==> src/rtl/vend_pkg.sv <==
// Shared vending definitions: coin codes, their cent values and the
// change-dispenser state encoding.
package vend_pkg;

  typedef enum logic [2:0] {
    NICKEL  = 3'd0,
    DIME    = 3'd1,
    QUARTER = 3'd2,
    FIFTY   = 3'd3,
    DOLLAR  = 3'd4,
    FIVE    = 3'd5
  } coin_e;

  localparam int NUM_COINS = 6;

  typedef enum logic [1:0] {
    IDLE   = 2'd0,
    SELECT = 2'd1,
    ISSUE  = 2'd2,
    DONE   = 2'd3
  } state_e;

  function automatic logic [31:0] coinCents(input logic [2:0] code);
    case (code)
      3'd0:    return 32'd5;
      3'd1:    return 32'd10;
      3'd2:    return 32'd25;
      3'd3:    return 32'd50;
      3'd4:    return 32'd100;
      3'd5:    return 32'd500;
      default: return 32'd0;
    endcase
  endfunction

endpackage

==> src/rtl/coin_select.sv <==
// Picks the largest denomination whose value does not exceed the remaining
// amount. Falls back to NICKEL when nothing fits.
module coin_select
  import vend_pkg::*;
#(
  parameter int AMT_W = 12
) (
  input  logic [AMT_W-1:0] remaining,
  output coin_e            coinCode,
  output logic [AMT_W-1:0] coinValue
);

  logic [NUM_COINS-1:0] fits;

  generate
    for (genvar gi = 0; gi < NUM_COINS; gi++) begin : gFit
      assign fits[gi] = (32'(remaining) >= coinCents(3'(gi)));
    end
  endgenerate

  // Codes ascend with value, so the highest fitting index wins.
  always_comb begin
    coinCode = NICKEL;
    for (int i = 0; i < NUM_COINS; i++) begin
      if (fits[i]) coinCode = coin_e'(i);
    end
    coinValue = AMT_W'(coinCents(coinCode));
  end

endmodule

==> src/rtl/change_dispenser.sv <==
// Converts a change amount into a largest-first sequence of coin release
// handshakes and keeps per-denomination counts for the display.
module change_dispenser
  import vend_pkg::*;
#(
  parameter int AMT_W = 12,
  parameter int CNT_W = 4
) (
  input  logic             clk,
  input  logic             rst_n,
  input  logic             start,
  input  logic [AMT_W-1:0] amount,
  output logic             coin_valid,
  output logic [2:0]       coin_type,
  input  logic             coin_ready,
  output logic             busy,
  output logic             done,
  output logic             err,
  output logic [CNT_W-1:0] cnt_five,
  output logic [CNT_W-1:0] cnt_dollar,
  output logic [CNT_W-1:0] cnt_fifty,
  output logic [CNT_W-1:0] cnt_quarter,
  output logic [CNT_W-1:0] cnt_dime,
  output logic [CNT_W-1:0] cnt_nickel
);

  localparam logic [CNT_W-1:0] CNT_MAX = {CNT_W{1'b1}};

  state_e           stateReg;
  logic [AMT_W-1:0] remainingReg;
  logic [AMT_W-1:0] coinValueReg;
  coin_e            coinTypeReg;
  logic             coinValidReg;
  logic             busyReg;
  logic             doneReg;
  logic             errReg;
  logic [CNT_W-1:0] cntReg [NUM_COINS];

  coin_e            selCode;
  logic [AMT_W-1:0] selValue;
  logic             amountOk;

  assign amountOk = ((amount % AMT_W'(5)) == '0);

  coin_select #(
    .AMT_W(AMT_W)
  ) uCoinSelect (
    .remaining(remainingReg),
    .coinCode (selCode),
    .coinValue(selValue)
  );

  always_ff @(posedge clk) begin
    if (!rst_n) begin
      stateReg     <= IDLE;
      remainingReg <= '0;
      coinValueReg <= '0;
      coinTypeReg  <= NICKEL;
      coinValidReg <= 1'b0;
      busyReg      <= 1'b0;
      doneReg      <= 1'b0;
      errReg       <= 1'b0;
      for (int i = 0; i < NUM_COINS; i++) cntReg[i] <= '0;
    end else begin
      doneReg <= 1'b0;
      errReg  <= 1'b0;
      case (stateReg)
        IDLE: begin
          if (start) begin
            if (amountOk) begin
              remainingReg <= amount;
              busyReg      <= 1'b1;
              stateReg     <= SELECT;
              for (int i = 0; i < NUM_COINS; i++) cntReg[i] <= '0;
            end else begin
              errReg <= 1'b1;
            end
          end
        end
        SELECT: begin
          if (remainingReg == '0) begin
            doneReg  <= 1'b1;
            stateReg <= DONE;
          end else begin
            coinTypeReg  <= selCode;
            coinValueReg <= selValue;
            coinValidReg <= 1'b1;
            stateReg     <= ISSUE;
          end
        end
        ISSUE: begin
          // Selection guarantees coinValueReg <= remainingReg, so no underflow.
          if (coin_ready && coinValidReg) begin
            remainingReg <= remainingReg - coinValueReg;
            if (cntReg[coinTypeReg] != CNT_MAX)
              cntReg[coinTypeReg] <= cntReg[coinTypeReg] + CNT_W'(1);
            coinValidReg <= 1'b0;
            stateReg     <= SELECT;
          end
        end
        DONE: begin
          busyReg  <= 1'b0;
          stateReg <= IDLE;
        end
        default: stateReg <= IDLE;
      endcase
    end
  end

  assign coin_valid  = coinValidReg;
  assign coin_type   = coinTypeReg;
  assign busy        = busyReg;
  assign done        = doneReg;
  assign err         = errReg;
  assign cnt_five    = cntReg[FIVE];
  assign cnt_dollar  = cntReg[DOLLAR];
  assign cnt_fifty   = cntReg[FIFTY];
  assign cnt_quarter = cntReg[QUARTER];
  assign cnt_dime    = cntReg[DIME];
  assign cnt_nickel  = cntReg[NICKEL];

endmodule

==> config.mk <==
export PLATFORM = sky130hd
export DESIGN_NAME = change_dispenser
export DESIGN_NICKNAME = d
export VERILOG_FILES = /design/src/rtl/vend_pkg.sv /design/src/rtl/coin_select.sv /design/src/rtl/change_dispenser.sv
export SDC_FILE = /design/constraint.sdc
export NUM_CORES = 1
export LEC_CHECK = 0
export ABC_AREA = 1
export CAP_MARGIN = 15
export CORE_UTILIZATION = 42
export DETAILED_ROUTE_END_ITERATION = 16
export PLACE_DENSITY = 0.61
export REMOVE_ABC_BUFFERS = 1
export SLEW_MARGIN = 15
export SYNTH_ARGS = -nofsm -noshare
export SYNTH_HDL_FRONTEND = slang
export SYNTH_HIERARCHICAL = 1
export SYNTH_SLANG_ARGS = --single-unit
==> constraint.sdc <==
create_clock -name clk -period 5.2 [get_ports clk]
set_input_delay 0.52 -clock clk [delete_from_list [all_inputs] [get_ports clk]]
set_output_delay 0.52 -clock clk [all_outputs]
set_load 0.01 [all_outputs]
# Yosys cells after proc, flatten, opt, wreduce, memory -nomap -nowiden
# Memory sizes are Yosys's and may differ from the RTL's. A register that Yosys moved wholly into a read port is not among the register bits.
# Index checks and enable logic that the tools add are counted.
[word_totals]
reg_bits = 33
mem_bits_rw = 24
inputBits = 16
out_inout_bits = 31
word_cells = 98
mem_count = 1
[memory_table]
columns = ["name", "words", "word_bits", "read_ports", "rd_clocked_by_memory_dff", "write_ports", "line", "source"]
rows = [
  ["cntReg", 6, 4, 7, 1, 6, "change_dispenser.sv:37", "logic [CNT_W-1:0] cntReg [NUM_COINS];"],
]
[op_classes]
add_sub_neg = 2
n_div = 1
n_lt_le_gt_ge = 5
eq_ne = 13
mux = 45
n_bitwise = 7
n_reduce_logical = 16
[ops]
columns = ["op", "count"]
rows = [
  ["$pmux 9 s6", 1],
  ["$mux 12", 3],
  ["$mux 4", 7],
  ["$logic_not 12->1", 2],
  ["$pmux 12 s2", 1],
  ["$mux 1", 20],
  ["$mux 3", 5],
  ["$ge 12x4->1 const B", 1],
  ["$ge 12x5->1 const B", 1],
  ["$ge 12x6->1 const B", 1],
  ["$ge 12x7->1 const B", 1],
  ["$ge 12x9->1 const B", 1],
  ["$mod 12x3->12 const B", 1],
  ["$reduce_and 3->1", 4],
  ["$sub 12x12->12", 1],
  ["$mux 2", 5],
  ["$ne 2x2->1 const B", 4],
  ["$pmux 2 s4", 1],
  ["$eq 3x2->1 const B", 2],
  ["$eq 3x3->1 const B", 2],
  ["$or 1x1->1", 6],
  ["$reduce_bool 2->1", 3],
  ["$add 4x1->4 const B", 1],
  ["$eq 2x2->1 const B", 2],
  ["other kinds (11)", 13],
]

# Depth between registers and ports, before layout
# Gate-level depths: netlist (run 1).
[depth]
ltp_word = 9
depth_mapped = 48
mapped_depth_nobuf = 48

# Hierarchy
# The synthesis (run 1) kept the hierarchy.
[by_module_without_submodules]
columns = ["module", "instances", "cells_each", "area_each_um2", "seq_area_each_um2"]
rows = [
  ["change_dispenser", 1, 568, 4145.2, 1681.6],
  ["coin_select", 1, 59, 295.3, 0.0],
]

# Least setup slack after synthesis (run 1)
# OpenSTA, ideal clock, no wires.
[synth_timing]
kind = "input -> register"
start = "in amount[9]"
end = "mem cntReg[0][0] (enable)"
setup_time_ps = 308
arrival_ps = 3784
required_ps = 4892
path_slack_ps = 1108
stages = 43
path_buffers = 0
cell_sequence = "inv_2 -> nand3_2 -> nand2_1 -> inv_2 -> nand2_2 -> nand2_2 -> nand2_2 -> nand3_2 -> nand2_2 -> nand3_2 -> nand2_2 -> nand2_2 -> nand2_4 -> nand2_2 -> nand2_1 -> nand3_2 -> nand2_2 -> nand2_1 -> [7 not listed] -> nand2_2 -> nand2_2 -> nand2_1 -> nand2_1 -> inv_2 -> nand2_1 -> nand3_2 -> nand2_4 -> nand2_1 -> nand2_2 -> nand2_1 -> nand2_1 -> o2111ai_2 -> nor2_2 -> nand3_4 -> nand2_1 -> inv_2 -> nand2_1"
[synth_lines]
columns = ["item", "line", "source"]
rows = [
  ["start, declared", "change_dispenser.sv:12", "input logic [AMT_W-1:0] amount,"],
  ["end, declared", "change_dispenser.sv:37", ""],
]

==> results of run 1 <==
[registers in the layout, summed over array words and instances (netlist names), named ones only]
register,count
busy,1
remainingReg,12
stateReg,2
coin_valid,1
coin_type,3
err,1
coinValueReg,12
cntReg,32
done,1
[through the flow]
step / setup slack, ps / setup TNS [ps] / hold slack [ps]
floorplan: 1109 / 0 / 432.5
CTS: 398.7 / 0 / 467.4
finish: 517.7 / 0 / 460.0
global route: -5.149 / -20.54 / 494.6
detailed placement: 29.50 / 0 / 456.6
global placement: 284.6 / 0 / 445.0
[metal layers]
layer  part of all wire  global-route usage  wire, µm
met5                  0                   0         0
met1               0.44              0.2465      4615
met4             0.0085             0.04527        89
met2               0.51              0.3623      5329
met3              0.042             0.04180       437
[kinds of logic after synthesis]
family	synth area share
compound gates	0.1369
xor+xnor	0.01381
fa+ha+maj	0.03832
buf+inv	0.09580
flops	0.3787
other cells	0.0008445
simple gates	0.3356
[cells in the final DEF, fill, tap and decap left out, drive strengths merged, types with 3 or more instances in the layout]
cell           instances
clkbuf                11
buf                    3
nor3                   3
nand4                 10
nor4                   3
a21oi                 29
conb                   3
or2                    4
edfxtp                32
dfxtp                 36
clkinv                 5
nand2                153
inv                   92
o22ai                  6
xor2                   6
clkdlybuf4s50         44
nand3                 46
o21bai                 3
ha                    12
o2111ai                4
nor2                 104
o21ai                 57
[final timing paths]
path,start,endpoint,slack (ps),cells after the start
setup reg to reg,register,cntReg[6][0],1790,11
hold / removal,coinValueReg[2],coinValueReg[2],460,2
hold reg to reg,coinValueReg[2],coinValueReg[2],460,2
setup / recovery,amount[9],cntReg[1][2],520,44
[worst max-delay path, delay by kind of cell]
| kind | cells | cell delay (ps) |
|---|---|---|
| compound gates | 1 | 160 |
| buf+inv | 6 | 830 |
| simple gates | 37 | 3210 |
[cell type report]
class	count	area, µm²
Fill cell	1040	5065
Timing Repair Buffer	49	488.0
Clock inverter	5	28.78
Inverter	94	354.1
Multi-Input combinational cell	452	2359
Sequential cell	68	1682
Clock buffer	11	131.4
Tap cell	136	170.2
[where the power goes]
group          total [mW]  switching, mW  leakage (nW)  internal (mW)
combinational        2.26           1.45          1.68          0.818
sequential          0.929          0.166         0.616          0.763
clock               0.370          0.200        0.0768          0.170
[what timing repair did]
action | 4_1_cts | 5_1_grt
hold endpoints to repair | 0 | 0
setup buffers | 0 | 2
gates resized for setup | 0 | 9
endpoints found under the setup margin | 0 | 24
==> metrics.csv, run 1 <==
stage,metric,value,unit
layout,Non-Filler Instances,815,
yosys,"flops & latches, synth",68,
die,die footprint,10990,µm²
route,Final ANT Viol Nets,0,
sta,"Slew Viols, Final",0,
yosys,Yosys top cell area share,0.2164,
placement,Placed Area,5015,µm²
route,routed vias,4069,
worst_setup_path,arrival time worst endpoint,4730,ps
yosys,Yosys warning total,6,
worst_setup_path,Crit-path slowest cell,clkdlybuf4s50_1,
sta,Final period util,0.9004,
layout,design area,5213,µm²
clock_tree,CTS clock-pin slew for the worst setup and hold paths,70,ps
die,boundary pin count,47,
clock_tree,clk_lat worst skew,350,ps
layout,area delta synth->final,17.39,%
placement,post-detail-place hpwl,8.071,mm
layout,fin util,0.5072,
sta,Worst Skew,15.56,ps
placement,gpl congestion,0.7925,
clock_tree,CTS tree,yes,
sta,Setup Viol. Count Final,0,
yosys,dominant synthesized flop cell,dfxtp_1,
run_status,status,"complete, no violations",
die,Core Area,10280,µm²
route,vias per inst,4.993,
global_route,first-pass GRT wire length,17.70,mm
worst_setup_path,worst-path maximum fanout,6,
clock_tree,H-tree lvl count,3,
yosys,fraction of registers with async set/reset,0,
global_route,vias in the first global route,3875,
worst_setup_path,kind of critical path,in -> reg,
power_and_ir_drop,"Power, Total",3.563,mW
global_route,initial antenna violation count,0,
global_route,Total GRT Usage,0.2016,
sta,minimum clock period,4682,ps
clock_tree,CTS max path bufs,2,
global_route,largest net degree at the start of global routing,30,
worst_setup_path,Startpoint Class,input pin,
sta,slew margin rel.,0.4547,
worst_setup_path,CP Data Required Time,5240,ps
layout,number of diodes,0,
layout,nets,703,
die,site row count,37,
clock_tree,TritonCTS Buffers,9,
worst_setup_path,Critical Path Max Stage Delay,450,ps
clock_tree,Post-CTS Hold Buffers,0,
worst_setup_path,CP most frequent cell,nand2_2,
global_route,GRT overflow,0,
yosys,Netlist cell types,45,
worst_setup_path,CP endpoint kind,register,
route,Iteration-0 DRC Markers,196,
die,Die W,104.8,µm
flow_run,Max-cap violations,0,
yosys,most frequent cells after synthesis,"130 x nand2_1, 98 x nor2_1, 80 x inv_1",
placement,# port buffers,46,
yosys,"count leader, synth",nand2_1,
yosys,Post-synth EDFFs,32,
clock_tree,CTS root buf,clkbuf_8,
yosys,cell area after synthesis,4441,µm²
yosys,sequential element share of the synthesized area,0.3787,
sta,Highest Clock Rate,0.2136,GHz
yosys,Synth area leaders,"edfxtp_1 22%, dfxtp_1 16%, nand2_1 11%",
power_and_ir_drop,Power Dens Cells,683.6,nW/µm²
route,first-pass iteration count of the detailed router,5,
sta,Final Hold Fails,0,
yosys,"area leader, netlist",edfxtp_1,
power_and_ir_drop,cell leakage power,2.370,nW
route,Routed WL per cell,12.85,µm
yosys,Syn Inst Count,627,
route,drt drc,0,
die,Die Y,104.8,µm
hold_path,Hold Path Class,reg -> reg,
power_and_ir_drop,VDD IR max,0.0006642,V
placement,Post-Place Cells,797,
clock_tree,Sink Count,68,
die,Initial Utilization,0.4321,
yosys,Syn Area/Cell,7.082,µm²
sta,worst slew pin tran,815.9,ps
layout,ratio of cells with drive above 1 in the final layout,0.1267,
route,total routed wirelength,10.47,mm
No activity file was read; power rests on OpenSTA's default activity.
==> run 2: changes to the inputs <==
Settings changed: CTS_CLUSTER_DIAMETER set to 30.
==> results of run 2 <==
The final DEF is identical to that of run 1; final timing and power are the same.
==> run 3: changes to the inputs <==
Settings changed: CORE_UTILIZATION 42 to 58, CTS_BUF_LIST set to sky130_fd_sc_hd__clkbuf_16, PLACE_DENSITY 0.61 to 0.8.
==> run 3 against run 2 <==
  * Core utilization up 22 points
  * Combinational power about the same
  * Die area down 27%
  * Critical path depth down 2
  * Via count up 1.8%
  * Clock-buffer cell count down 2
  * Clock skew down 8.9 ps
  * Clock power up 73%
  * Highest routed layer unchanged
==> metrics.csv, run 3 (synthesis results as in run 1) <==
stage,metric,value,unit
route,Routed WL per cell,13.18,µm
worst_setup_path,Crit-path slowest cell,clkdlybuf4s50_1,
worst_setup_path,Critical Path Max Stage Delay,450,ps
layout,max FFs per register,32,
worst_setup_path,crit path capture,cntReg[1][3],
die,Core Area,7331,µm²
worst_setup_path,worst-path maximum fanout,6,
worst_setup_path,Startpoint Class,input pin,
die,Die Y,89.50,µm
die,Initial Utilization,0.6057,
worst_setup_path,WP depth,42,
worst_setup_path,Top delay family on crit path,simple AND/OR/NAND/NOR gates,
power_and_ir_drop,"Power, Total",3.853,mW
layout,biggest regs,"cntReg (32), coinValueReg (12), remainingReg (12)",
clock_tree,CTS root buf,clkbuf_16,
power_and_ir_drop,Int Power,2.001,mW
power_and_ir_drop,Clock Power Share,0.166,
clock_tree,CTS clock-pin slew for the worst setup and hold paths,50,ps
placement,Post-Place Cells,760,
placement,gpl congestion,0.9056,
sta,Final Hold Fails,0,
sta,slew margin rel.,0.4549,
layout,nets,703,
global_route,initial antenna violation count,0,
clock_tree,CTS tree,yes,
power_and_ir_drop,sequential power share,0.242,
sta,worst slew pin tran,815.6,ps
layout,fin util,0.7293,
sta,Highest Clock Rate,0.2118,GHz
worst_setup_path,CP most frequent cell,nand2_2,
layout,"Most flops, register",cntReg,
route,total routed wirelength,10.25,mm
power_and_ir_drop,VDD IR max,0.0005271,V
global_route,vias in the first global route,3785,
global_route,Total GRT Usage,0.2732,
sta,Final TNS setup,0,ps
worst_setup_path,Worst Setup SP,amount[9],
die,die footprint,8010,µm²
global_route,largest net degree at the start of global routing,30,
layout,most frequent cells in the layout,"123 x nand2_1, 98 x nor2_1, 81 x inv_1, 53 x o21ai_0, 44 x clkdlybuf4s50_1",
route,first-pass iteration count of the detailed router,5,
worst_setup_path,cells on worst reg2reg path,11,
route,vias per inst,5.326,
layout,"most common cell after layout, fill and taps aside",nand2_1,
sta,Final period util,0.9080,
power_and_ir_drop,share of power burned in combinational logic,0.592,
route,drt drc,0,
die,Die W,89.50,µm
worst_setup_path,RR Endpoint,cntReg[6][3],
worst_setup_path,Buf/Inv on CP,4,
hold_path,Hold Path Class,reg -> reg,
worst_setup_path,register-to-register setup slack,1670,ps
clock_tree,TritonCTS Buffers,9,
power_and_ir_drop,switching pwr,1.852,mW
layout,number of diodes,0,
route,Iteration-0 DRC Markers,272,
sta,Setup Viol. Count Final,0,
flow_run,Max-cap violations,0,
sta,"Slew Viols, Final",0,
sta,minimum clock period,4722,ps
clock_tree,clk_lat worst skew,330,ps
power_and_ir_drop,Power Dens Cells,720.6,nW/µm²
worst_setup_path,CP Data Required Time,5230,ps
clock_tree,CTS max path bufs,2,
route,routed vias,4144,
layout,area delta synth->final,20.40,%
clock_tree,Sink Count,68,
worst_setup_path,arrival time worst endpoint,4750,ps
layout,ratio of cells with drive above 1 in the final layout,0.1325,
run_status,status,"complete, no violations",
layout,Non-Filler Instances,778,
clock_tree,Post-CTS Hold Buffers,0,
placement,# port buffers,46,
sta,Worst Skew,6.644,ps
route,Final ANT Viol Nets,0,
die,boundary pin count,47,
worst_setup_path,kind of critical path,in -> reg,
clock_tree,H-tree lvl count,3,
die,site row count,31,
placement,post-detail-place hpwl,7.678,mm
global_route,first-pass GRT wire length,16.72,mm
power_and_ir_drop,cell leakage power,2.455,nW
worst_setup_path,CP endpoint kind,register,
layout,design area,5346,µm²
global_route,GRT overflow,0,
power_and_ir_drop,switching portion of total power,0.4808,
placement,Placed Area,4969,µm²
run 3: worst min-delay path by stage:
stage                      from          endpoint  slack [ps]  cells after the start
4_1_cts         coinValueReg[9]   coinValueReg[9]         460                      2
3_3_place_gp    coinValueReg[9]   coinValueReg[9]         450                      2
6_report        coinValueReg[9]   coinValueReg[9]         460                      2
3_5_place_dp    coinValueReg[9]   coinValueReg[9]         450                      2
5_1_grt                    busy              busy         500                      2
2_1_floorplan  coinValueReg[10]  coinValueReg[10]         430                      2
run 3: through the flow:
step / setup WS (ps) / hold WS (ps)
global route: -29.49 / 503.4
CTS: 413.6 / 459.6
global placement: 332.6 / 445.3
detailed placement: 75.93 / 451.6
floorplan: 1109 / 432.5
finish: 478.3 / 456.2
run 3: cell type report:
cell class,count,area (µm²)
fillers,570,1984
clock inverters,7,93.84
inverters,94,354.1
multi-input cells,452,2380
flip-flops and latches,68,1682
well taps,99,123.9
repair buffers,49,488.0
clock buffers,9,225.2
run 3: repair_timing:
item,in CTS,in global routing
buffers inserted,0,2
resized for setup,0,13
setup endpoints to repair,0,24
endpoints found under the hold margin,0,0
run 3: power by group through the flow:
stage	Sequential [mW]	Combinational (mW)	Clock (mW)
finish	0.931	2.28	0.639
global route	0.955	2.58	0.669
CTS	0.929	2.24	0.646
detailed placement	0.939	2.22	0
global placement	0.935	2.17	0
floorplan	0.918	1.65	0
run 3: worst min-delay path: stages, from the launching register on:
cell and delay (ps):
dfxtp_1 290, inv_1 60, a21oi_1 60
run 3: layer usage:
layer / up-vias / wire length (µm) / track usage
li1: 2121 / - / -
met1: 1889 / 4541 / 0.3262
met2: 115 / 5077 / 0.4934
met3: 19 / 491 / 0.05910
met4: 0 / 143 / 0.07937
met5: - / 0 / 0
